==> src/rtl/pmem_arbiter_pkg.sv <==
// pmem_arbiter_pkg: LC-3b word/line types and arbiter state encoding shared by the memory-port arbiter.
package pmem_arbiter_pkg;
  localparam int ADDR_W = 16;
  localparam int LINE_W = 128;
  typedef logic [ADDR_W-1:0] lc3b_word;
  typedef logic [LINE_W-1:0] lc3b_line;
  typedef enum logic [1:0] {ARB_IDLE, ARB_SERVE_I, ARB_SERVE_D} arb_state_t;
endpackage

==> src/rtl/pmem_arbiter_if.sv <==
// pmem_arbiter_if: icache, dcache and physical-memory buses around the arbiter.
interface pmem_arbiter_if;
  import pmem_arbiter_pkg::*;
  logic     i_read;
  lc3b_word i_addr;
  lc3b_line i_rdata;
  logic     i_resp;
  logic     d_read;
  logic     d_write;
  lc3b_word d_addr;
  lc3b_line d_wdata;
  lc3b_line d_rdata;
  logic     d_resp;
  logic     pmem_read;
  logic     pmem_write;
  lc3b_word pmem_addr;
  lc3b_line pmem_wdata;
  lc3b_line pmem_rdata;
  logic     pmem_resp;
  modport slave (
    input  i_read, i_addr, d_read, d_write, d_addr, d_wdata, pmem_rdata, pmem_resp,
    output i_rdata, i_resp, d_rdata, d_resp, pmem_read, pmem_write, pmem_addr, pmem_wdata
  );
  modport master (
    output i_read, i_addr, d_read, d_write, d_addr, d_wdata, pmem_rdata, pmem_resp,
    input  i_rdata, i_resp, d_rdata, d_resp, pmem_read, pmem_write, pmem_addr, pmem_wdata
  );
endinterface

==> src/rtl/pmem_arbiter.sv <==
// pmem_arbiter: single-port physical-memory arbiter; dcache has fixed priority, one transaction in flight.
// Grant is registered; memory responses and data pass straight through to the granted client.
module pmem_arbiter
  import pmem_arbiter_pkg::*;
(
  input logic           clk,
  input logic           rst_n,
  pmem_arbiter_if.slave bus
);
  arb_state_t state_q, state_d;
  logic serve_i, serve_d;
  always_ff @(posedge clk or negedge rst_n)
    if (!rst_n) state_q <= ARB_IDLE;
    else state_q <= state_d;
  // dcache first: the MEM stage sits further down the pipeline and must not starve
  always_comb begin
    state_d = state_q;
    if (state_q == ARB_IDLE)
      state_d = (bus.d_read || bus.d_write) ? ARB_SERVE_D : bus.i_read ? ARB_SERVE_I : ARB_IDLE;
    else if (bus.pmem_resp)
      state_d = ARB_IDLE;
  end
  assign serve_i = state_q == ARB_SERVE_I;
  assign serve_d = state_q == ARB_SERVE_D;
  assign bus.pmem_read  = serve_d ? bus.d_read : serve_i & bus.i_read;
  assign bus.pmem_write = serve_d & bus.d_write;
  assign bus.pmem_addr  = serve_d ? bus.d_addr : serve_i ? bus.i_addr : '0;
  assign bus.pmem_wdata = serve_d ? bus.d_wdata : '0;
  assign bus.d_resp     = serve_d & bus.pmem_resp;
  assign bus.d_rdata    = serve_d ? bus.pmem_rdata : '0;
  assign bus.i_resp     = serve_i & bus.pmem_resp;
  assign bus.i_rdata    = serve_i ? bus.pmem_rdata : '0;
  a_rw_excl: assert property (@(posedge clk) disable iff (!rst_n) !(bus.d_read && bus.d_write));
  a_idle_resp: assert property (@(posedge clk) disable iff (!rst_n) (state_q == ARB_IDLE) |-> !bus.pmem_resp);
  a_hold_d: assert property (@(posedge clk) disable iff (!rst_n) serve_d |-> (bus.d_read || bus.d_write));
  a_hold_i: assert property (@(posedge clk) disable iff (!rst_n) serve_i |-> bus.i_read);
endmodule

==> src/flat_wrapper.sv <==
// flat-port wrapper written by rule: the top's interface ports become plain ports
module pmem_arbiter_flat import pmem_arbiter_pkg::*;
  (clk, rst_n, bus_i_read, bus_i_addr, bus_d_read, bus_d_write, bus_d_addr, bus_d_wdata, bus_pmem_rdata, bus_pmem_resp, bus_i_rdata, bus_i_resp, bus_d_rdata, bus_d_resp, bus_pmem_read, bus_pmem_write, bus_pmem_addr, bus_pmem_wdata);
  pmem_arbiter_if bus_i ();
  input logic clk;
  input logic rst_n;
  input wire logic [$bits(bus_i.i_read)-1:0] bus_i_read;
  input wire logic [$bits(bus_i.i_addr)-1:0] bus_i_addr;
  input wire logic [$bits(bus_i.d_read)-1:0] bus_d_read;
  input wire logic [$bits(bus_i.d_write)-1:0] bus_d_write;
  input wire logic [$bits(bus_i.d_addr)-1:0] bus_d_addr;
  input wire logic [$bits(bus_i.d_wdata)-1:0] bus_d_wdata;
  input wire logic [$bits(bus_i.pmem_rdata)-1:0] bus_pmem_rdata;
  input wire logic [$bits(bus_i.pmem_resp)-1:0] bus_pmem_resp;
  output wire logic [$bits(bus_i.i_rdata)-1:0] bus_i_rdata;
  output wire logic [$bits(bus_i.i_resp)-1:0] bus_i_resp;
  output wire logic [$bits(bus_i.d_rdata)-1:0] bus_d_rdata;
  output wire logic [$bits(bus_i.d_resp)-1:0] bus_d_resp;
  output wire logic [$bits(bus_i.pmem_read)-1:0] bus_pmem_read;
  output wire logic [$bits(bus_i.pmem_write)-1:0] bus_pmem_write;
  output wire logic [$bits(bus_i.pmem_addr)-1:0] bus_pmem_addr;
  output wire logic [$bits(bus_i.pmem_wdata)-1:0] bus_pmem_wdata;
  assign bus_i.i_read = bus_i_read;
  assign bus_i.i_addr = bus_i_addr;
  assign bus_i.d_read = bus_d_read;
  assign bus_i.d_write = bus_d_write;
  assign bus_i.d_addr = bus_d_addr;
  assign bus_i.d_wdata = bus_d_wdata;
  assign bus_i.pmem_rdata = bus_pmem_rdata;
  assign bus_i.pmem_resp = bus_pmem_resp;
  assign bus_i_rdata = bus_i.i_rdata;
  assign bus_i_resp = bus_i.i_resp;
  assign bus_d_rdata = bus_i.d_rdata;
  assign bus_d_resp = bus_i.d_resp;
  assign bus_pmem_read = bus_i.pmem_read;
  assign bus_pmem_write = bus_i.pmem_write;
  assign bus_pmem_addr = bus_i.pmem_addr;
  assign bus_pmem_wdata = bus_i.pmem_wdata;
  pmem_arbiter u_core (.clk(clk), .rst_n(rst_n), .bus(bus_i));
endmodule
==> config.mk <==
export PLATFORM = sky130hd
export DESIGN_NAME = pmem_arbiter_flat
export DESIGN_NICKNAME = d
export VERILOG_FILES = /design/src/rtl/pmem_arbiter_pkg.sv /design/src/rtl/pmem_arbiter_if.sv /design/src/rtl/pmem_arbiter.sv /design/src/flat_wrapper.sv
export SDC_FILE = /design/constraint.sdc
export NUM_CORES = 1
export LEC_CHECK = 0
export CELL_PAD_IN_SITES_DETAIL_PLACEMENT = 0
export CELL_PAD_IN_SITES_GLOBAL_PLACEMENT = 1
export CORE_AREA = 3 3 271 273
export CTS_CLUSTER_DIAMETER = 30
export DETAILED_ROUTE_END_ITERATION = 10
export DIE_AREA = 0 0 274 276
export PLACE_DENSITY = 0.53
export RECOVER_POWER = 25
export SETUP_SLACK_MARGIN = 0.15
export SLEW_MARGIN = 20
export SYNTH_ARGS = -nofsm -noshare
export SYNTH_HDL_FRONTEND = slang
export SYNTH_SLANG_ARGS = --single-unit
export TNS_END_PERCENT = 50
==> constraint.sdc <==
create_clock -name clk -period 1.7 [get_ports clk]
set_input_delay 0.34 -clock clk [delete_from_list [all_inputs] [get_ports clk]]
set_output_delay 0.34 -clock clk [all_outputs]
set_load 0.005 [all_outputs]
==> reports/results.env, run 1 <==
OUTCOME='finished, violations left'
FAILED_CHECKS='negative setup slack'
DRV_SLEW=0
SYNTHESIS.AREA_MM2=0.003095
FLOORPLAN.IO_PINS=698
MAX_FLOP_REGISTER='u_core.state_q'
CAP_VIOL_MAX_COUNT=0
DETAIL_ROUTE.WL_PER_CELL_UM=25.75
POWERDENSITY_mW_PER_MM2=398.3
CRIT-REG2REG-CAPTURE='u_core.state_q[0]$_DFFE_PN0P_'
WL_MM=56.08
VIA_COUNT_OF_THE_FIRST_GLOBAL_ROUTING_PASS=6647
NUMBER_OF_FILLER_CELLS_PLACED_IN_THE_LAYOUT=8017
SEQ_AREA_UM2=50.05
SYNTHTOLAYOUTAREAGROWTH_PCT=307.1
ANTENNA_FOUND_INITIAL=39
CLK-INSERTION-DELAY-LATE_NS=0.22
SYNTHCELLS=460
FLOORPLAN.DIE.HEIGHT_UM=276
NETS=1521
HTREEDEPTH=1
NUMCTSBUFFERS=3
GRT.OVERFLOW.TOTAL=0
YOSYSUNIQUECELLTYPES=11
CP-STARTPOINT='u_core.state_q[0]$_DFFE_PN0P_'
REPORT.FINAL.SETUP_VIOL=404
HOLDCRITPATHCLASS='input pin to asynchronous set/reset pin'
SLEW_HEADROOM=0.8042
WORST_SETUP_HOLD_PATH_CLK_SLEW_NS=0.03
SETUP.WORST_PATH.CLASS='register to primary output'
REQUIRED_NS=1.36
START_KIND='register'
YOSYSWARNINGCOUNT=0
YS_SEQ_AREA_FRAC=0.01617
DETAIL-ROUTE-ANTENNA-NETS=0
FINAL_MIN_PERIOD_OVER_CLOCK_PERIOD=1.344
CP_DATA_ARRIVAL_TIME_NS=1.94
DPL.HPWL_MM=45.26
LARGEST_REG_FLOPS=2
GRT_START_MAX_NET_PINS=44
DRIVE_GT1_FRAC=0.3167
INITIAL_CORE_UTIL=0.04338
SYNTH-SEQ-CELLS=2
FINAL_PERIOD_MINUS_WORST_SETUP_SLACK_NS=2.284
POST_ROUTE_CLOCK_SKEW_NS=0.0009429
SYNTH.NET_COUNT=754
AVERAGE_CELL_AREA_AFTER_SYNTHESIS_UM2=6.729
CRITICAL_PATH.MAX_FANOUT=7
WORSTMARGINPINSLEW_NS=0.2927
DIEAREA_MM2=0.07562
RRSETUPSLACK_NS=0.16
NUMPORTBUFFERS=697
CORE_AREA_MM2=0.07136
CTS.PATH.MAX_BUFFERS=2
FINAL_HOLD_VIOL_COUNT=0
FINAL_COMMON_CELL='sky130_fd_sc_hd__clkdlybuf4s50_1'
R2R_START='u_core.state_q[1]$_DFFE_PN0P_'
GRT_FIRST_PASS_WIRELENGTH_MM=65.48
TOTAL_CLOCK_SINKS=2
FINAL.SETUP.TNS_NS=-141.27
GRT_SETUP_UNREPAIRED='true'
MAX_FREQ_GHz=0.4377
CRIT_PATH_END_KIND='primary output'
ROUTABILITYCONGESTION=0.8842
R2R_CELLS=5
CRITICAL_PATH.MAX_STAGE_DELAY_NS=0.52
PRECTSSETUPSLACK_NS=-0.4940
MOST-COMMON-LAYOUT-CELLS='sky130_fd_sc_hd__clkdlybuf4s50_1 (400), sky130_fd_sc_hd__and2_1 (316), sky130_fd_sc_hd__clkbuf_2 (79)'
DESIGN_AREA_FINAL_MM2=0.01260
P_LEAK_nW=6.139
VIAS=6517
CLOCK_ROOT_BUFFER='sky130_fd_sc_hd__clkbuf_16'
DIE_W_UM=274
WORST_PATH_MAX_DELAY_CELL='sky130_fd_sc_hd__clkdlybuf4s50_1'
TOP_REGS='u_core.state_q (2)'
DRTITER0DRC=178
ROUTE.DETAILED.DRC=0
VIASPERCELL=2.992
CRIT_TOP_CELL='sky130_fd_sc_hd__buf_12'
PLACE_AREA_MM2=0.01117
CTS_HOLD_BUFFERS=0
DETAILEDROUTE.FIRSTPASSITERATIONCOUNT=4
CLOCK_TREE_FROM_TRITONCTS='done'
FIN_WS_NS=-0.5845
MULTI_INPUT_COMB_AREA_MM2=0.002819
IR_DROP_mV=0.1929
GRT_UTIL_ALL_LAYERS=0.1289
TIMING.CRITICAL_PATH.CELLS='nor2b_4 -> buf_12 -> buf_12 -> clkbuf_16 -> and2_1 -> clkdlybuf4s50_1'
FINAL_CORE_UTILIZATION=0.1766
ROWS=98
==> synth_stat cells <==
master,instances,area share
sky130_fd_sc_hd__o21bai_1,1,0.0024
sky130_fd_sc_hd__nor2b_1,3,0.0061
sky130_fd_sc_hd__clkbuf_2,9,0.015
sky130_fd_sc_hd__mux2i_1,2,0.0065
sky130_fd_sc_hd__or4b_1,1,0.0032
sky130_fd_sc_hd__a22o_1,17,0.048
sky130_fd_sc_hd__and2_1,387,0.78
sky130_fd_sc_hd__buf_4,11,0.027
sky130_fd_sc_hd__dfrtp_1,2,0.016
sky130_fd_sc_hd__buf_6,25,0.091
sky130_fd_sc_hd__buf_2,2,0.0032
==> power breakdown <==
part / internal, mW / switching (mW) / leakage [nW]
Combinational: 2.88 / 1.73 / 6.08
Sequential: 0.0530 / 0.00471 / 0.0248
Clock: 0.299 / 0.0534 / 0.0370
==> final cells by class <==
type                    instances  area share
multi-input cells             411      0.2237
flip-flops and latches          2    0.003972
clock buffers                   3    0.005958
diodes                          3   0.0005958
repair buffers                809      0.6714
well taps                     950     0.09433
==> worst max-delay path by stage <==
stage | endpoint | cells after the start
global placement | bus_i_resp | 4
floorplan | bus_pmem_addr[10] | 5
finish | bus_pmem_wdata[43] | 6
detailed placement | bus_i_resp | 4
CTS | bus_pmem_wdata[71] | 5
global route | bus_d_rdata[109] | 6
==> metrics by stage <==
step	cells	total power [mW]	hold WS [ns]
6_report	2178	5.019	0.3690
5_1_grt	2176	5.339	0.3786
3_3_place_gp	2085	4.062	0.5299
3_5_place_dp	2085	4.022	0.5262
4_1_cts	2116	4.694	0.2979
2_1_floorplan	460	1.203	0.04441
==> per-layer routing <==
metal	routed length, um	vias to the layer above	global-route usage
met3	5694	91	0.04921
met4	1041	12	0.005581
met2	29340	502	0.2498
met1	19930	2985	0.1368
met5	77	-	0
li1	-	2927	-
==> worst max-delay path: cells and delay by family, from the launching register on <==
kind / cells / cell delay (ns)
flops: 1 / 0.41
buf+inv: 4 / 1.01
simple gates: 2 / 0.28
==> logic make-up after synthesis <==
| group | synth area share |
|---|---|
| flops | 0.01617 |
| mux | 0.006468 |
| buf+inv | 0.1354 |
| simple gates | 0.7914 |
| compound gates | 0.05053 |
==> timing repair <==
item | CTS | global route
setup endpoints to repair | 404 | 405
buffers inserted | 19 | 39
hold endpoints to repair | 0 | 0
cloned | 9 | 20
pin swaps | 7 | 20
gates resized for setup | 233 | 486
No activity file was read; power rests on OpenSTA's default activity.
==> run 2, diff against run 1 <==
--- a/config.mk
+++ b/config.mk
@@ -5,15 +5,17 @@
 export SDC_FILE = /design/constraint.sdc
 export NUM_CORES = 1
 export LEC_CHECK = 0
+export ABC_AREA = 1
 export CELL_PAD_IN_SITES_DETAIL_PLACEMENT = 0
 export CELL_PAD_IN_SITES_GLOBAL_PLACEMENT = 1
-export CORE_AREA = 3 3 271 273
+export CORE_AREA = 3 3 269 271
 export CTS_CLUSTER_DIAMETER = 30
 export DETAILED_ROUTE_END_ITERATION = 10
-export DIE_AREA = 0 0 274 276
-export PLACE_DENSITY = 0.53
+export DIE_AREA = 0 0 272 274
+export PLACE_DENSITY = 0.57
 export RECOVER_POWER = 25
 export SETUP_SLACK_MARGIN = 0.15
+export SKIP_CTS_REPAIR_TIMING = 1
 export SLEW_MARGIN = 20
 export SYNTH_ARGS = -nofsm -noshare
 export SYNTH_HDL_FRONTEND = slang
==> run 2 against run 1 <==
Worst hold slack lost 0.0052 ns. Critical path type unchanged. Wire length fell by 33%. The flow still finishes with violations (negative setup slack). Utilization fell by 1.5 points. Combinational power grew 60%. Critical path depth stayed put. Register-to-register slack better by 0.74 ns. Global-route usage shrank 3.7 points.
==> reports/results.env, run 2 <==
OUTCOME='finished, violations left'
FAILED_CHECKS='negative setup slack'
TOTAL_CLOCK_SINKS=2
GRT_UTIL_ALL_LAYERS=0.09147
LARGEST_REG_FLOPS=2
CLOCK_TREE_FROM_TRITONCTS='done'
DIEAREA_MM2=0.07453
IR_DROP_mV=0.3920
TOP_REGS='u_core.state_q (2)'
CRIT_PATH_END_KIND='primary output'
GRT_FIRST_PASS_WIRELENGTH_MM=50.20
DETAIL_ROUTE.WL_PER_CELL_UM=15.56
INITIAL_CORE_UTIL=0.04363
DESIGN_AREA_FINAL_MM2=0.01135
CLOCK_ROOT_BUFFER='sky130_fd_sc_hd__clkbuf_16'
DPL.HPWL_MM=33.54
SETUP.WORST_PATH.CLASS='register to primary output'
WORSTMARGINPINSLEW_NS=0.4353
AVERAGE_CELL_AREA_AFTER_SYNTHESIS_UM2=4.042
SYNTH_EDF_COUNT=0
MAX_FREQ_GHz=0.4351
P_LEAK_nW=5.700
SYNTH-SEQ-CELLS=2
YS_SEQ_AREA_FRAC=0.01638
DRIVE_GT1_FRAC=0.09298
YOSYSTOPAREACELLSHARE=0.4779
SLEW_HEADROOM=0.7098
CP-STARTPOINT='u_core.state_q[1]$_DFFE_PN0P_'
NETS=1748
SYNTHESIS.AREA_MM2=0.003055
SYNTHTOLAYOUTAREAGROWTH_PCT=271.5
HOLD-WORST-SLACK_NS=0.3638
POWERDENSITY_mW_PER_MM2=688.5
YS.FLOP_TYPE='sky130_fd_sc_hd__dfrtp_1'
REQUIRED_NS=1.36
HTREEDEPTH=1
DETAILEDROUTE.FIRSTPASSITERATIONCOUNT=4
GRT.OVERFLOW.TOTAL=0
DRTITER0DRC=208
FINAL_MIN_PERIOD_OVER_CLOCK_PERIOD=1.352
DIE_W_UM=272
FLOORPLAN.IO_PINS=698
WL_MM=37.31
DRV_SLEW=0
YOSYSUNIQUECELLTYPES=12
DETAIL-ROUTE-ANTENNA-NETS=0
VIAS=6897
CELL_WITH_THE_MOST_INSTANCES_AFTER_SYNTHESIS='sky130_fd_sc_hd__nor2_1'
REPORT.FINAL.SETUP_VIOL=404
SYNTH_TOP_CELLS_BY_AREA='sky130_fd_sc_hd__nor2_1 (48%), sky130_fd_sc_hd__inv_1 (32%), sky130_fd_sc_hd__nand2_1 (6.8%), sky130_fd_sc_hd__buf_6 (4.4%), sky130_fd_sc_hd__buf_4 (3.2%)'
FLOORPLAN.DIE.HEIGHT_UM=274
SYNTH.NET_COUNT=1050
GRT_SETUP_UNREPAIRED='true'
PLACE_AREA_MM2=0.01128
CP_DATA_ARRIVAL_TIME_NS=1.96
NUMCTSBUFFERS=3
ROWS=97
YOSYSWARNINGCOUNT=0
FINAL-INSTANCE-COUNT-EXCL-FILL=2398
FINAL_PERIOD_MINUS_WORST_SETUP_SLACK_NS=2.298
POST_ROUTE_CLOCK_SKEW_NS=0.0001451
MAX_FLOP_REGISTER='u_core.state_q'
CLK-INSERTION-DELAY-LATE_NS=0.22
FIN_WS_NS=-0.5982
NUMPORTBUFFERS=697
CTS.PATH.MAX_BUFFERS=2
HOLDCRITPATHCLASS='input pin to asynchronous set/reset pin'
ANTENNA_FOUND_INITIAL=13
VIA_COUNT_OF_THE_FIRST_GLOBAL_ROUTING_PASS=7452
FINAL.SETUP.TNS_NS=-159.00
MOST-COMMON-LAYOUT-CELLS='sky130_fd_sc_hd__clkdlybuf4s50_1 (619), sky130_fd_sc_hd__nor2_1 (354), sky130_fd_sc_hd__inv_1 (259)'
ROUTE.DETAILED.DRC=0
VIASPERCELL=2.876
SYNTH_TOP_CELL_BY_AREA='sky130_fd_sc_hd__nor2_1'
START_KIND='register'
R2R_START='u_core.state_q[0]$_DFFE_PN0P_'
CORE_AREA_MM2=0.07003
FINAL_CORE_UTILIZATION=0.1621
CAP_VIOL_MAX_COUNT=0
SYNTH_COMMON_CELLS='sky130_fd_sc_hd__nor2_1 (389), sky130_fd_sc_hd__inv_1 (259), sky130_fd_sc_hd__nand2_1 (55), sky130_fd_sc_hd__buf_2 (15), sky130_fd_sc_hd__buf_4 (13)'
GRT_START_MAX_NET_PINS=79
WORST_SETUP_HOLD_PATH_CLK_SLEW_NS=0.03
NUMPLACEDINSTANCES=2389
ROUTABILITYCONGESTION=0.9351
YS_ASYNC_SR_FRACTION=1.000
FINAL_COMMON_CELL='sky130_fd_sc_hd__clkdlybuf4s50_1'
SYNTHCELLS=756
FINAL_HOLD_VIOL_COUNT=0
CRITICAL_PATH.MAX_FANOUT=78
==> run 2: through the flow <==
stage | total power, mW | worst slack, ns
2_1_floorplan | 2.500 | 0.2417
3_3_place_gp | 7.769 | -0.5248
3_5_place_dp | 7.728 | -0.5168
4_1_cts | 8.144 | -0.7534
5_1_grt | 8.449 | -0.6606
6_report | 7.815 | -0.5982
==> run 2: worst paths after layout <==
path / slack, ns / cells past startpoint / end
min in group clk: 0.55 / 2 / u_core.state_q[0]$_DFFE_PN0P_
max in group asynchronous: 1.19 / 1 / u_core.state_q[0]$_DFFE_PN0P_
min: 0.36 / 1 / u_core.state_q[1]$_DFFE_PN0P_
min reg2reg: 0.55 / 2 / u_core.state_q[0]$_DFFE_PN0P_
max reg2reg: 0.90 / 3 / u_core.state_q[1]$_DFFE_PN0P_
max: -0.60 / 6 / bus_pmem_wdata[7]
==> run 2: worst max-delay path, cell delays in order (launching register included) <==
cell and delay, ns:
sky130_fd_sc_hd__dfrtp_2 0.40, sky130_fd_sc_hd__inv_2 0.06, sky130_fd_sc_hd__nor2_4 0.17, sky130_fd_sc_hd__inv_8 0.09, sky130_fd_sc_hd__buf_12 0.19, sky130_fd_sc_hd__nor2_2 0.17, sky130_fd_sc_hd__clkdlybuf4s50_1 0.54
==> run 2: power breakdown <==
| part | internal, mW | switching [mW] |
|---|---|---|
| combinational | 4.10 | 3.28 |
| clock | 0.299 | 0.0542 |
| sequential | 0.0637 | 0.0222 |
| total | 4.46 | 3.35 |
==> run 2: final cells by class <==
type	count	area, um2
multi-input combinational	448	1802
antenna	6	15.01
clock buffer	3	75.07
inverter	262	998.5
timing repair buffer	737	7231
sequential	2	52.55
tap	940	1176
fill	8114	58680
==> run 2: routing by layer <==
layer  GRT usage  wire length [um]  vias to the layer above
li1            -                 -                     3371
met1     0.09125             13230                     2999
met2      0.1735             18920                      463
met3     0.03614              3980                       50
met4     0.02796              1093                       14
met5           0                91                        -
==> run 2: kinds of logic after synthesis <==
family | after synthesis | share of synthesized area
flops | 2 | 0.01638
buf+inv | 306 | 0.4275
compound gates | 1 | 0.001636
simple gates | 447 | 0.5545
==> run 3, diff against run 2 <==
--- a/config.mk
+++ b/config.mk
@@ -5,14 +5,13 @@
 export SDC_FILE = /design/constraint.sdc
 export NUM_CORES = 1
 export LEC_CHECK = 0
-export ABC_AREA = 1
 export CELL_PAD_IN_SITES_DETAIL_PLACEMENT = 0
 export CELL_PAD_IN_SITES_GLOBAL_PLACEMENT = 1
-export CORE_AREA = 3 3 269 271
+export CORE_AREA = 3 3 271 273
 export CTS_CLUSTER_DIAMETER = 30
 export DETAILED_ROUTE_END_ITERATION = 10
-export DIE_AREA = 0 0 272 274
-export PLACE_DENSITY = 0.57
+export DIE_AREA = 0 0 274 276
+export PLACE_DENSITY = 0.53
 export RECOVER_POWER = 25
 export SETUP_SLACK_MARGIN = 0.15
 export SKIP_CTS_REPAIR_TIMING = 1
==> run 3 against run 2 <==
The run still ends with negative setup slack left. Final cell count is 11% lower. Sequential cell count did not move. Clock skew is 0.00068 ns higher. Critical endpoint is now bus_pmem_wdata[95]. Largest cell class unchanged. Highest routed layer unchanged.
==> reports/results.env, run 3 (synthesis results as in run 1) <==
CLOCK_TREE_FROM_TRITONCTS='done'
FLOORPLAN.IO_PINS=698
REQUIRED_NS=1.36
SETUP.WORST_PATH.CLASS='register to primary output'
DESIGN_AREA_FINAL_MM2=0.01187
VIASPERCELL=2.921
SLEW_HEADROOM=0.7955
CTS.PATH.MAX_BUFFERS=2
FAILED_CHECKS='negative setup slack'
CP_DATA_ARRIVAL_TIME_NS=1.99
CAP_VIOL_MAX_COUNT=0
DETAIL_ROUTE.WL_PER_CELL_UM=25.19
START_KIND='register'
CLOCK_ROOT_BUFFER='sky130_fd_sc_hd__clkbuf_16'
FINAL_CORE_UTILIZATION=0.1663
ROWS=98
FINAL-INSTANCE-COUNT-EXCL-FILL=2130
POWER_SWITCHING_SHARE=0.3508
DRV_SLEW=0
FLOORPLAN.DIE.HEIGHT_UM=276
VIA_COUNT_OF_THE_FIRST_GLOBAL_ROUTING_PASS=6442
CRITICAL_PATH_CELL_COUNT=7
POST_ROUTE_CLOCK_SKEW_NS=0.0008231
DIE_W_UM=274
ROUTABILITYCONGESTION=0.8842
FINAL_HOLD_VIOL_COUNT=0
GRT_UTIL_ALL_LAYERS=0.1231
MAX_FLOP_REGISTER='u_core.state_q'
CRIT_PATH_END_KIND='primary output'
CRITICAL_PATH.MAX_STAGE_DELAY_NS=0.51
INITIAL_CORE_UTIL=0.04338
FIN_WS_NS=-0.6307
MOST-COMMON-LAYOUT-CELLS='sky130_fd_sc_hd__clkdlybuf4s50_1 (594), sky130_fd_sc_hd__and2_1 (370), sky130_fd_sc_hd__buf_4 (43)'
ANTENNA_FOUND_INITIAL=39
NUMPORTBUFFERS=697
NUMPLACEDINSTANCES=2085
INTERNAL_POWER_mW=3.140
WORST_SETUP_HOLD_PATH_CLK_SLEW_NS=0.03
MAX_FREQ_GHz=0.4291
DETAIL-ROUTE-ANTENNA-NETS=0
ROUTE.DETAILED.DRC=0
PRECTSSETUPSLACK_NS=-0.4940
VIAS=6221
WORSTMARGINPINSLEW_NS=0.3058
DPL.HPWL_MM=45.26
DIEAREA_MM2=0.07562
DETAILEDROUTE.FIRSTPASSITERATIONCOUNT=4
TIMING.CRITICAL_PATH.MAX_DELAY_FAMILY='buffers and inverters'
GRT.OVERFLOW.TOTAL=0
GRT_START_MAX_NET_PINS=73
R2R_CELLS=3
NUMBER_OF_FILLER_CELLS_PLACED_IN_THE_LAYOUT=8056
NUMCTSBUFFERS=3
FINAL_MIN_PERIOD_OVER_CLOCK_PERIOD=1.371
LARGEST_REG_FLOPS=2
TOTAL_CLOCK_SINKS=2
WL_MM=53.65
OUTCOME='finished, violations left'
NETS=1469
P_TOTAL_mW=4.836
FINAL_PERIOD_MINUS_WORST_SETUP_SLACK_NS=2.331
CRITICAL_PATH.MAX_FANOUT=10
PLACE_AREA_MM2=0.01117
CLK-INSERTION-DELAY-LATE_NS=0.22
IR_DROP_mV=0.2614
POWER.NET_SWITCHING_mW=1.697
REPORT.FINAL.SETUP_VIOL=404
FINAL_COMMON_CELL='sky130_fd_sc_hd__clkdlybuf4s50_1'
DRIVE_GT1_FRAC=0.1262
COMBPWRFRAC=0.915
POWER.SEQUENTIAL.FRACTION=0.012
TOP_REGS='u_core.state_q (2)'
TIMING.CRITICAL_PATH.CELLS='nor2b_4 -> buf_4 -> buf_12 -> clkbuf_16 -> buf_6 -> and2_1 -> clkdlybuf4s50_1'
HOLDCRITPATHCLASS='input pin to asynchronous set/reset pin'
GRT_FIRST_PASS_WIRELENGTH_MM=62.77
DRTITER0DRC=165
POWERDENSITY_mW_PER_MM2=407.5
WORST_PATH_MAX_DELAY_CELL='sky130_fd_sc_hd__clkdlybuf4s50_1'
P_LEAK_nW=4.914
CP_NUM_BUF_INV=5
HTREEDEPTH=1
SYNTHTOLAYOUTAREAGROWTH_PCT=283.4
GRT_SETUP_UNREPAIRED='true'
CORE_AREA_MM2=0.07136
POWER_FRAC_CLOCK=0.073
run 3: cell types whose count changed in the layout (fill, tap and decap cells not counted), moves of 19 or more:
cell	delta
sky130_fd_sc_hd__buf_2	-20
sky130_fd_sc_hd__inv_1	-259
sky130_fd_sc_hd__nor2_1	-354
sky130_fd_sc_hd__nor2_2	-32
sky130_fd_sc_hd__clkdlybuf4s50_1	-25
sky130_fd_sc_hd__buf_4	+19
sky130_fd_sc_hd__nand2_1	-55
sky130_fd_sc_hd__and2_1	+370
run 3: path summary, 6_finish.rpt:
kind / from / endpoint / slack (ns)
worst max-delay path: u_core.state_q[1]$_DFFE_PN0P_ / bus_pmem_wdata[95] / -0.63
worst min-delay path: rst_n / u_core.state_q[0]$_DFFE_PN0P_ / 0.37
worst max register to register: u_core.state_q[1]$_DFFE_PN0P_ / u_core.state_q[0]$_DFFE_PN0P_ / 0.36
worst min register to register: u_core.state_q[1]$_DFFE_PN0P_ / u_core.state_q[1]$_DFFE_PN0P_ / 0.66
max in group asynchronous: rst_n / u_core.state_q[1]$_DFFE_PN0P_ / 1.20
min in group clk: u_core.state_q[1]$_DFFE_PN0P_ / u_core.state_q[1]$_DFFE_PN0P_ / 0.66
run 3: per-stage QoR:
step	TNS [ns]	hold slack, ns
finish	-193.51	0.3658
global route	-225.07	0.3786
CTS	-225.58	0.2979
detailed placement	-128.15	0.5262
global placement	-138.40	0.5299
floorplan	0	0.04441
run 3: power by group through the flow:
stage	clock network, mW	logic (mW)	registers, mW
2_1_floorplan	0	1.14	0.0585
4_1_cts	0.357	4.00	0.0597
5_1_grt	0.362	4.73	0.0606
3_3_place_gp	0	4.00	0.0609
6_report	0.352	4.42	0.0595
3_5_place_dp	0	3.96	0.0600
run 3: cell type report:
class                           instances  area (um2)  share of cell area
Sequential cell                         2       50.05            0.004217
Timing Repair Buffer                  757        7854              0.6617
Clock buffer                            3       75.07            0.006325
Multi-Input combinational cell        411        2684              0.2261
Antenna cell                            7       17.52            0.001476
Tap cell                              950        1189              0.1001
run 3: worst reg2reg max path: cells and delay by family, from the launching register on:
family	cells	cell delay [ns]
and+or+nand+nor	1	0.51
muxes	1	0.17
buffers and inverters	1	0.16
DFF	1	0.41
run 3: metal layers:
metal	up-vias	track usage	share of wire
met5	-	0	0.0013
met4	10	0.005581	0.011
met3	81	0.04643	0.10
met2	502	0.2352	0.51
met1	2806	0.1337	0.38
li1	2822	-	-
